**src/rtl/bp_pkg.sv**
```systemverilog
`default_nettype none
// ============================================================================
//  Module   : bp_pkg
//  Brief    : Shared types and constants for the branch resolve queue.
//  Revision : 1.0 - initial release
// ============================================================================
package bp_pkg;

  // Default number of in-flight predicted branches
  localparam int DEFAULT_DEPTH = 8;

  // Fall-through increment for a not-taken branch
  localparam logic [31:0] PC_INC = 32'd4;

  // One predicted-branch record as captured at fetch
  typedef struct packed {
    logic [31:0] pc;
    logic        taken;
    logic [31:0] target;
  } pred_rec_t;

endpackage : bp_pkg
`default_nettype wire

```
**src/rtl/pred_fifo.sv**
```systemverilog
`default_nettype none
// ============================================================================
//  Module   : pred_fifo
//  Brief    : Circular buffer of prediction records with a synchronous flush.
//             Full/empty are derived from the occupancy counter, and pointers
//             wrap naturally because DEPTH is a power of two.
//  Revision : 1.0 - initial release
// ============================================================================
module pred_fifo
  import bp_pkg::*;
#(
  parameter int DEPTH = DEFAULT_DEPTH
) (
  input  logic                     clk,
  input  logic                     rst_n,
  input  logic                     push,
  input  pred_rec_t                push_data,
  input  logic                     pop,
  input  logic                     flush,
  output pred_rec_t                head_data,
  output logic                     full,
  output logic                     empty,
  output logic [$clog2(DEPTH):0]   count
);

  localparam int             PW      = $clog2(DEPTH);
  localparam logic [PW:0]    C_DEPTH = (PW+1)'(DEPTH);

  pred_rec_t         r_mem [DEPTH];
  logic [PW-1:0]     r_head;
  logic [PW-1:0]     r_tail;
  logic [PW:0]       r_count;

  logic              w_do_push;
  logic              w_do_pop;

  // Requests against a full/empty buffer are ignored here as well, so the
  // buffer is self-protecting regardless of the caller.
  assign w_do_push = push && !full;
  assign w_do_pop  = pop && !empty;

  assign full      = (r_count == C_DEPTH);
  assign empty     = (r_count == '0);
  assign count     = r_count;
  assign head_data = r_mem[r_head];

  // Pointer and occupancy bookkeeping; flush wins over a same-cycle push/pop
  always_ff @(posedge clk or negedge rst_n) begin
    if (!rst_n) begin
      r_head  <= '0;
      r_tail  <= '0;
      r_count <= '0;
    end else if (flush) begin
      r_head  <= '0;
      r_tail  <= '0;
      r_count <= '0;
    end else begin
      if (w_do_push) r_tail <= r_tail + 1'b1;
      if (w_do_pop)  r_head <= r_head + 1'b1;
      case ({w_do_push, w_do_pop})
        2'b10:   r_count <= r_count + 1'b1;
        2'b01:   r_count <= r_count - 1'b1;
        default: r_count <= r_count;
      endcase
    end
  end

  // Record storage; contents are don't-care after reset or flush
  always_ff @(posedge clk) begin
    if (w_do_push && !flush) r_mem[r_tail] <= push_data;
  end

endmodule : pred_fifo
`default_nettype wire

```
**src/rtl/branch_resolve_queue.sv**
```systemverilog
`default_nettype none
// ============================================================================
//  Module   : branch_resolve_queue
//  Brief    : Holds outstanding branch predictions in order, compares each
//             against its execute-stage outcome, trains the BHT, redirects
//             fetch on a mispredict (flushing younger entries) and counts
//             mispredicts with saturation.
//  Revision : 1.0 - initial release
// ============================================================================
module branch_resolve_queue
  import bp_pkg::*;
#(
  parameter int DEPTH = DEFAULT_DEPTH,
  parameter int CNTW  = 16
) (
  input  logic                     clk,
  input  logic                     rst_n,
  input  logic                     pred_valid,
  output logic                     pred_ready,
  input  logic [31:0]              pred_pc,
  input  logic                     pred_taken,
  input  logic [31:0]              pred_target,
  input  logic                     ex_valid,
  output logic                     ex_ready,
  input  logic                     ex_taken,
  input  logic [31:0]              ex_target,
  output logic                     resolve_valid,
  output logic [31:0]              resolve_pc,
  output logic                     resolve_taken,
  output logic                     redirect_valid,
  output logic [31:0]              redirect_pc,
  output logic [CNTW-1:0]          mispredict_count,
  output logic [$clog2(DEPTH):0]   occupancy
);

  pred_rec_t         w_push_rec;
  pred_rec_t         w_head;
  logic              w_full;
  logic              w_empty;
  logic              w_push;
  logic              w_pop;
  logic              w_mispredict;
  logic              w_flush;
  logic [31:0]       w_redirect_pc;

  assign pred_ready = !w_full;
  assign ex_ready   = !w_empty;

  assign w_push = pred_valid && pred_ready;
  assign w_pop  = ex_valid && ex_ready;

  assign w_push_rec = '{pc: pred_pc, taken: pred_taken, target: pred_target};

  // Target only matters when the branch was actually taken
  assign w_mispredict  = (w_head.taken != ex_taken) ||
                         (ex_taken && (w_head.target != ex_target));
  assign w_flush       = w_pop && w_mispredict;
  assign w_redirect_pc = ex_taken ? ex_target : (w_head.pc + PC_INC);

  pred_fifo #(
    .DEPTH     (DEPTH)
  ) u_fifo (
    .clk       (clk),
    .rst_n     (rst_n),
    .push      (w_push),
    .push_data (w_push_rec),
    .pop       (w_pop),
    .flush     (w_flush),
    .head_data (w_head),
    .full      (w_full),
    .empty     (w_empty),
    .count     (occupancy)
  );

  // Registered BHT-training and redirect outputs; data holds while idle
  always_ff @(posedge clk or negedge rst_n) begin
    if (!rst_n) begin
      resolve_valid  <= 1'b0;
      resolve_pc     <= '0;
      resolve_taken  <= 1'b0;
      redirect_valid <= 1'b0;
      redirect_pc    <= '0;
    end else begin
      resolve_valid  <= w_pop;
      redirect_valid <= w_flush;
      if (w_pop) begin
        resolve_pc    <= w_head.pc;
        resolve_taken <= ex_taken;
      end
      if (w_flush) redirect_pc <= w_redirect_pc;
    end
  end

  // Saturating mispredict counter
  always_ff @(posedge clk or negedge rst_n) begin
    if (!rst_n) begin
      mispredict_count <= '0;
    end else if (w_flush && (mispredict_count != '1)) begin
      mispredict_count <= mispredict_count + 1'b1;
    end
  end

endmodule : branch_resolve_queue
`default_nettype wire

```
**config.mk**
```make
export PLATFORM = sky130hd
export DESIGN_NAME = branch_resolve_queue
export DESIGN_NICKNAME = d
export VERILOG_FILES = /design/src/rtl/bp_pkg.sv /design/src/rtl/pred_fifo.sv /design/src/rtl/branch_resolve_queue.sv
export SDC_FILE = /design/constraint.sdc
export NUM_CORES = 1
export LEC_CHECK = 0
export CAP_MARGIN = 15
export CORE_UTILIZATION = 53
export CTS_CLUSTER_DIAMETER = 40
export CTS_CLUSTER_SIZE = 14
export DETAILED_ROUTE_END_ITERATION = 10
export PLACE_DENSITY = 0.76
export SETUP_SLACK_MARGIN = 0.05
export SLEW_MARGIN = 20
export SYNTH_ARGS = -nofsm -noshare
export SYNTH_HDL_FRONTEND = slang
export SYNTH_SLANG_ARGS = --single-unit
```
**constraint.sdc**
```tcl
create_clock -name clk -period 7.4 [get_ports clk]
set_clock_uncertainty 0.1 [all_clocks]
set_input_delay 1.48 -clock clk [delete_from_list [all_inputs] [get_ports clk]]
set_output_delay 1.48 -clock clk [all_outputs]
set_load 0.005 [all_outputs]
```
==> report_table.html <==
<table>
<tr><th>Metric</th><th>Value</th></tr>
<tr><th colspan="2">Global route</th></tr>
<tr><td>Global-route usage over all layers</td><td>24.1%</td></tr>
<tr><td>First-pass GRT wire length</td><td>83.5 mm</td></tr>
<tr><td>Pin count of the biggest net entering global routing</td><td>79</td></tr>
<tr><td>Antenna violations before repair</td><td>4</td></tr>
<tr><td>GR Overflow Total</td><td>0</td></tr>
<tr><td>Number of global-route vias before repair</td><td>13200</td></tr>
<tr><th colspan="2">Synth</th></tr>
<tr><td>Gate count of the mapped netlist</td><td>1312</td></tr>
<tr><td>Leading cell types by count after synthesis</td><td>sky130_fd_sc_hd__edfxtp_1 (520), sky130_fd_sc_hd__mux4_2 (119), sky130_fd_sc_hd__dfrtp_1 (93), sky130_fd_sc_hd__nand2_1 (90), sky130_fd_sc_hd__mux2i_1 (73)</td></tr>
<tr><td>Most used DFF post-synth</td><td>sky130_fd_sc_hd__edfxtp_1</td></tr>
<tr><td>Number of storage elements in the synthesis netlist</td><td>613</td></tr>
<tr><td>Post-synth cell types</td><td>55</td></tr>
<tr><td>Post-Syn Nets</td><td>1422</td></tr>
<tr><td>Warnings from Yosys</td><td>0</td></tr>
<tr><td>Leading cell type by number of instances after synthesis</td><td>sky130_fd_sc_hd__edfxtp_1</td></tr>
<tr><td>Average cell area after synthesis</td><td>19.0 um^2</td></tr>
<tr><td>Share of the synthesized area in the top cell type</td><td>62.6%</td></tr>
<tr><td>Portion of the post-synthesis area used by sequential elements</td><td>72.0%</td></tr>
<tr><td>Largest cells by area after synthesis</td><td>sky130_fd_sc_hd__edfxtp_1 (63%), sky130_fd_sc_hd__mux4_2 (11%), sky130_fd_sc_hd__dfrtp_1 (9.3%), sky130_fd_sc_hd__mux2i_1 (2.9%), sky130_fd_sc_hd__xor2_1 (1.6%)</td></tr>
<tr><td>Share of flip-flops with an asynchronous set or reset</td><td>15.2%</td></tr>
<tr><td>Summed instance area of the synthesized netlist</td><td>0.0249 mm^2</td></tr>
<tr><td>Dominant cell type by area after synthesis</td><td>sky130_fd_sc_hd__edfxtp_1</td></tr>
<tr><td>Number of enable flip-flop cells after synthesis</td><td>520</td></tr>
<tr><th colspan="2">Pwr</th></tr>
<tr><td>Switching pwr</td><td>3.58 mW</td></tr>
<tr><td>Maximum VDD drop</td><td>0.361 mV</td></tr>
<tr><td>Clock power share</td><td>29.5%</td></tr>
<tr><td>Ratio of total power to cell area</td><td>391 mW/mm^2</td></tr>
<tr><td>Switching share of power</td><td>30.8%</td></tr>
<tr><td>Flop pwr share</td><td>40.8%</td></tr>
<tr><td>Leakage Power</td><td>10.1 nW</td></tr>
<tr><td>Power consumption</td><td>11.7 mW</td></tr>
<tr><td>Internal</td><td>8.07 mW</td></tr>
<tr><td>Part of the total power dissipated in combinational logic</td><td>29.7%</td></tr>
<tr><th colspan="2">STA</th></tr>
<tr><td>Count of final max-slew check failures</td><td>0</td></tr>
<tr><td>Share of the clock period used by the worst path after layout</td><td>76.8%</td></tr>
<tr><td>Worst Hold Slack</td><td>379 ps</td></tr>
<tr><td>Maximum clock frequency</td><td>176 MHz</td></tr>
<tr><td>Worst slew margin</td><td>31.8%</td></tr>
<tr><td>Final number of setup-violating endpoints</td><td>0</td></tr>
<tr><td>RSZ-0062 raised after global routing</td><td>no</td></tr>
<tr><td>Worst-margin pin slew</td><td>1010 ps</td></tr>
<tr><td>Final TNS setup</td><td>0 ps</td></tr>
<tr><td>Hold Fails Final Rpt</td><td>0</td></tr>
<tr><td>Shortest clock period the worst path allows after layout</td><td>5680 ps</td></tr>
<tr><th colspan="2">Floorplanning</th></tr>
<tr><td>Floorplan row count</td><td>79</td></tr>
<tr><td>Die span in y</td><td>219 um</td></tr>
<tr><td>Core area</td><td>0.0465 mm^2</td></tr>
<tr><td>Horizontal die dimension</td><td>219 um</td></tr>
<tr><td>Full die area</td><td>0.0479 mm^2</td></tr>
<tr><td>Initial Utilization</td><td>53.7%</td></tr>
<tr><td>Ports placed on the boundary</td><td>191</td></tr>
<tr><th colspan="2">Worst hold path</th></tr>
<tr><td>Number of cells traversed by the worst hold path</td><td>2</td></tr>
<tr><td>Hold path startpoint</td><td>resolve_pc[21]</td></tr>
<tr><td>Worst min-delay path endpoint</td><td>resolve_pc[21]</td></tr>
<tr><td>Kind of path behind the tightest hold check</td><td>reg2reg</td></tr>
<tr><th colspan="2">Critical path</th></tr>
<tr><td>Reg2reg end</td><td>u_fifo.r_mem[6][14]</td></tr>
<tr><td>Required time at the worst-slack endpoint</td><td>7570 ps</td></tr>
<tr><td>Worst reg2reg path startpoint</td><td>u_fifo.r_head[2]</td></tr>
<tr><td>Startpoint class of the critical path</td><td>register</td></tr>
<tr><td>Depth of the worst register-to-register path</td><td>10</td></tr>
<tr><td>Worst reg-to-reg setup slack</td><td>1720 ps</td></tr>
<tr><td>Arrival time of data at the critical path endpoint</td><td>5850 ps</td></tr>
<tr><td>Maximum fanout along the worst path</td><td>64</td></tr>
<tr><td>Nature of the critical path endpoint</td><td>register</td></tr>
<tr><td>Critical Setup Path Class</td><td>reg2reg</td></tr>
<tr><th colspan="2">Clock network</th></tr>
<tr><td>Clock edge transition at the registers on the reported setup and hold paths</td><td>60 ps</td></tr>
<tr><td>Clock insertion delay at the later pin of the skew report</td><td>600 ps</td></tr>
<tr><td>Post-CTS setup repair buffer count</td><td>0</td></tr>
<tr><td>TritonCTS clock tree</td><td>yes</td></tr>
<tr><td>Level count of the clock H-tree</td><td>3</td></tr>
<tr><td>Count of hold-fix buffers inserted at cts</td><td>0</td></tr>
<tr><td>CTS Buffer Depth</td><td>3</td></tr>
<tr><td>Root buffer selected by CTS</td><td>sky130_fd_sc_hd__clkbuf_16</td></tr>
<tr><td>Clock tree sinks</td><td>613</td></tr>
<tr><td>Gates resized, CTS repair</td><td>0</td></tr>
<tr><td>CTS buffer count</td><td>70</td></tr>
<tr><th colspan="2">Detailed routing</th></tr>
<tr><td>Residual DRC count</td><td>0</td></tr>
<tr><td>Vias</td><td>13100</td></tr>
<tr><td>Final ANT Viol Nets</td><td>0</td></tr>
<tr><td>Via density</td><td>5.96</td></tr>
<tr><td>Final Routed Wirelength</td><td>56.6 mm</td></tr>
<tr><td>Violation count after the first detailed-route iteration</td><td>1383</td></tr>
<tr><td>Drt pass-1 iters</td><td>5</td></tr>
<tr><td>Average wire per standard cell</td><td>25.7 um</td></tr>
<tr><th colspan="2">Cells and area</th></tr>
<tr><td>Share of cells above drive strength 1</td><td>20.3%</td></tr>
<tr><td>Final cell utilization of the core</td><td>64.1%</td></tr>
<tr><td>Final net count</td><td>1650</td></tr>
<tr><td>Area added between synthesis and finish</td><td>19.5%</td></tr>
<tr><td>Number of filler cells placed in the layout</td><td>3139</td></tr>
<tr><td>Area of all placed cells without fillers</td><td>0.0298 mm^2</td></tr>
<tr><th colspan="2">Outcome</th></tr>
<tr><td>Run status</td><td>finished clean</td></tr>
<tr><th colspan="2">Placement</th></tr>
<tr><td>Post-detailed-placement cell area</td><td>0.0274 mm^2</td></tr>
<tr><td>Placer Congestion</td><td>0.810</td></tr>
<tr><td>Count of port buffers added during placement</td><td>190</td></tr>
<tr><td>Detailed placement HPWL</td><td>34.2 mm</td></tr>
<tr><th colspan="2">Job</th></tr>
<tr><td>Max_cap viols</td><td>0</td></tr>
</table>
[registers in the layout, indices dropped and copies added, names as in the netlist]
signal            flops
redirect_pc          32
u_fifo.r_tail         3
u_fifo.r_mem        520
resolve_taken         1
mispredict_count     16
u_fifo.count          4
redirect_valid        1
u_fifo.r_head         3
resolve_valid         1
resolve_pc           32
[routing by layer]
layer / vias up / track usage [%] / wire, um
li1: 5676 / - / -
met1: 6764 / 33.2 / 23200
met2: 567 / 37.4 / 26800
met3: 113 / 5.95 / 4800
met4: 6 / 9.19 / 1720
met5: - / 0 / 45
[cell families after synthesis]
| group | share of synthesized area [%] |
|---|---|
| and+or+nand+nor | 4.64 |
| DFF | 72.0 |
| buffers and inverters | 2.15 |
| xor gates and xnor gates | 2.53 |
| AOI/OAI and AO/OA | 2.24 |
| muxes | 16.0 |
| adders and majority gates | 0.432 |
[cell usage in the layout (no fill, tap or decap), types with 28 or more instances in the layout]
cell,instances
sky130_fd_sc_hd__buf_4,28
sky130_fd_sc_hd__clkbuf_16,75
sky130_fd_sc_hd__clkdlybuf4s50_1,188
sky130_fd_sc_hd__dfrtp_1,90
sky130_fd_sc_hd__edfxtp_1,520
sky130_fd_sc_hd__mux2i_1,73
sky130_fd_sc_hd__mux4_2,119
sky130_fd_sc_hd__nand2_1,89
sky130_fd_sc_hd__o21ai_0,57
sky130_fd_sc_hd__xor2_1,46
[how the worst max path moves through the flow]
stage                     startpoint                  end  slack (ps)  depth (start not counted)
floorplan              ex_target[23]   u_fifo.r_mem[3][0]         430                          8
global placement       ex_target[21]  u_fifo.r_mem[6][14]        1690                          8
detailed placement     ex_target[23]  u_fifo.r_mem[6][24]        1690                          8
CTS                 u_fifo.r_head[2]  u_fifo.r_mem[6][48]        1670                         10
global route        u_fifo.r_head[2]  u_fifo.r_mem[6][14]        1490                         10
finish              u_fifo.r_head[2]  u_fifo.r_mem[6][14]        1720                         10
[final cells by class]
type	count	area (um^2)	share of cell area, %
Timing Repair Buffer	221	2180	7.31
Tap cell	607	759	2.55
Sequential cell	613	18000	60.3
Clock buffer	87	1930	6.49
Antenna cell	2	5.00	0.0168
Clock inverter	40	413	1.39
Multi-Input combinational cell	628	6530	21.9
Inverter	6	22.5	0.0756
[critical path: stages, from the launching register on]
cell and delay, ps:
sky130_fd_sc_hd__dfrtp_4 1040, sky130_fd_sc_hd__buf_4 530, sky130_fd_sc_hd__mux4_2 400, sky130_fd_sc_hd__mux2i_1 200, sky130_fd_sc_hd__xor2_1 170, sky130_fd_sc_hd__nand3_1 120
sky130_fd_sc_hd__nor3_2 310, sky130_fd_sc_hd__nand4_4 340, sky130_fd_sc_hd__and2_4 590, sky130_fd_sc_hd__nor4_4 990, sky130_fd_sc_hd__buf_4 410
[power groups by stage]
stage	logic, mW	registers (mW)	clock network, mW
finish	3.46	4.75	3.44
global route	3.72	4.81	3.62
CTS	3.48	4.76	3.49
detailed placement	3.45	4.82	0
global placement	3.40	4.79	0
floorplan	2.44	4.59	0
[per-stage QoR]
stage	setup WS (ps)	instances
floorplan	425	1312
global placement	1690	2075
detailed placement	1690	2075
CTS	1670	2202
global route	1490	2202
finish	1720	2204
(Power assumes the default switching activity.)
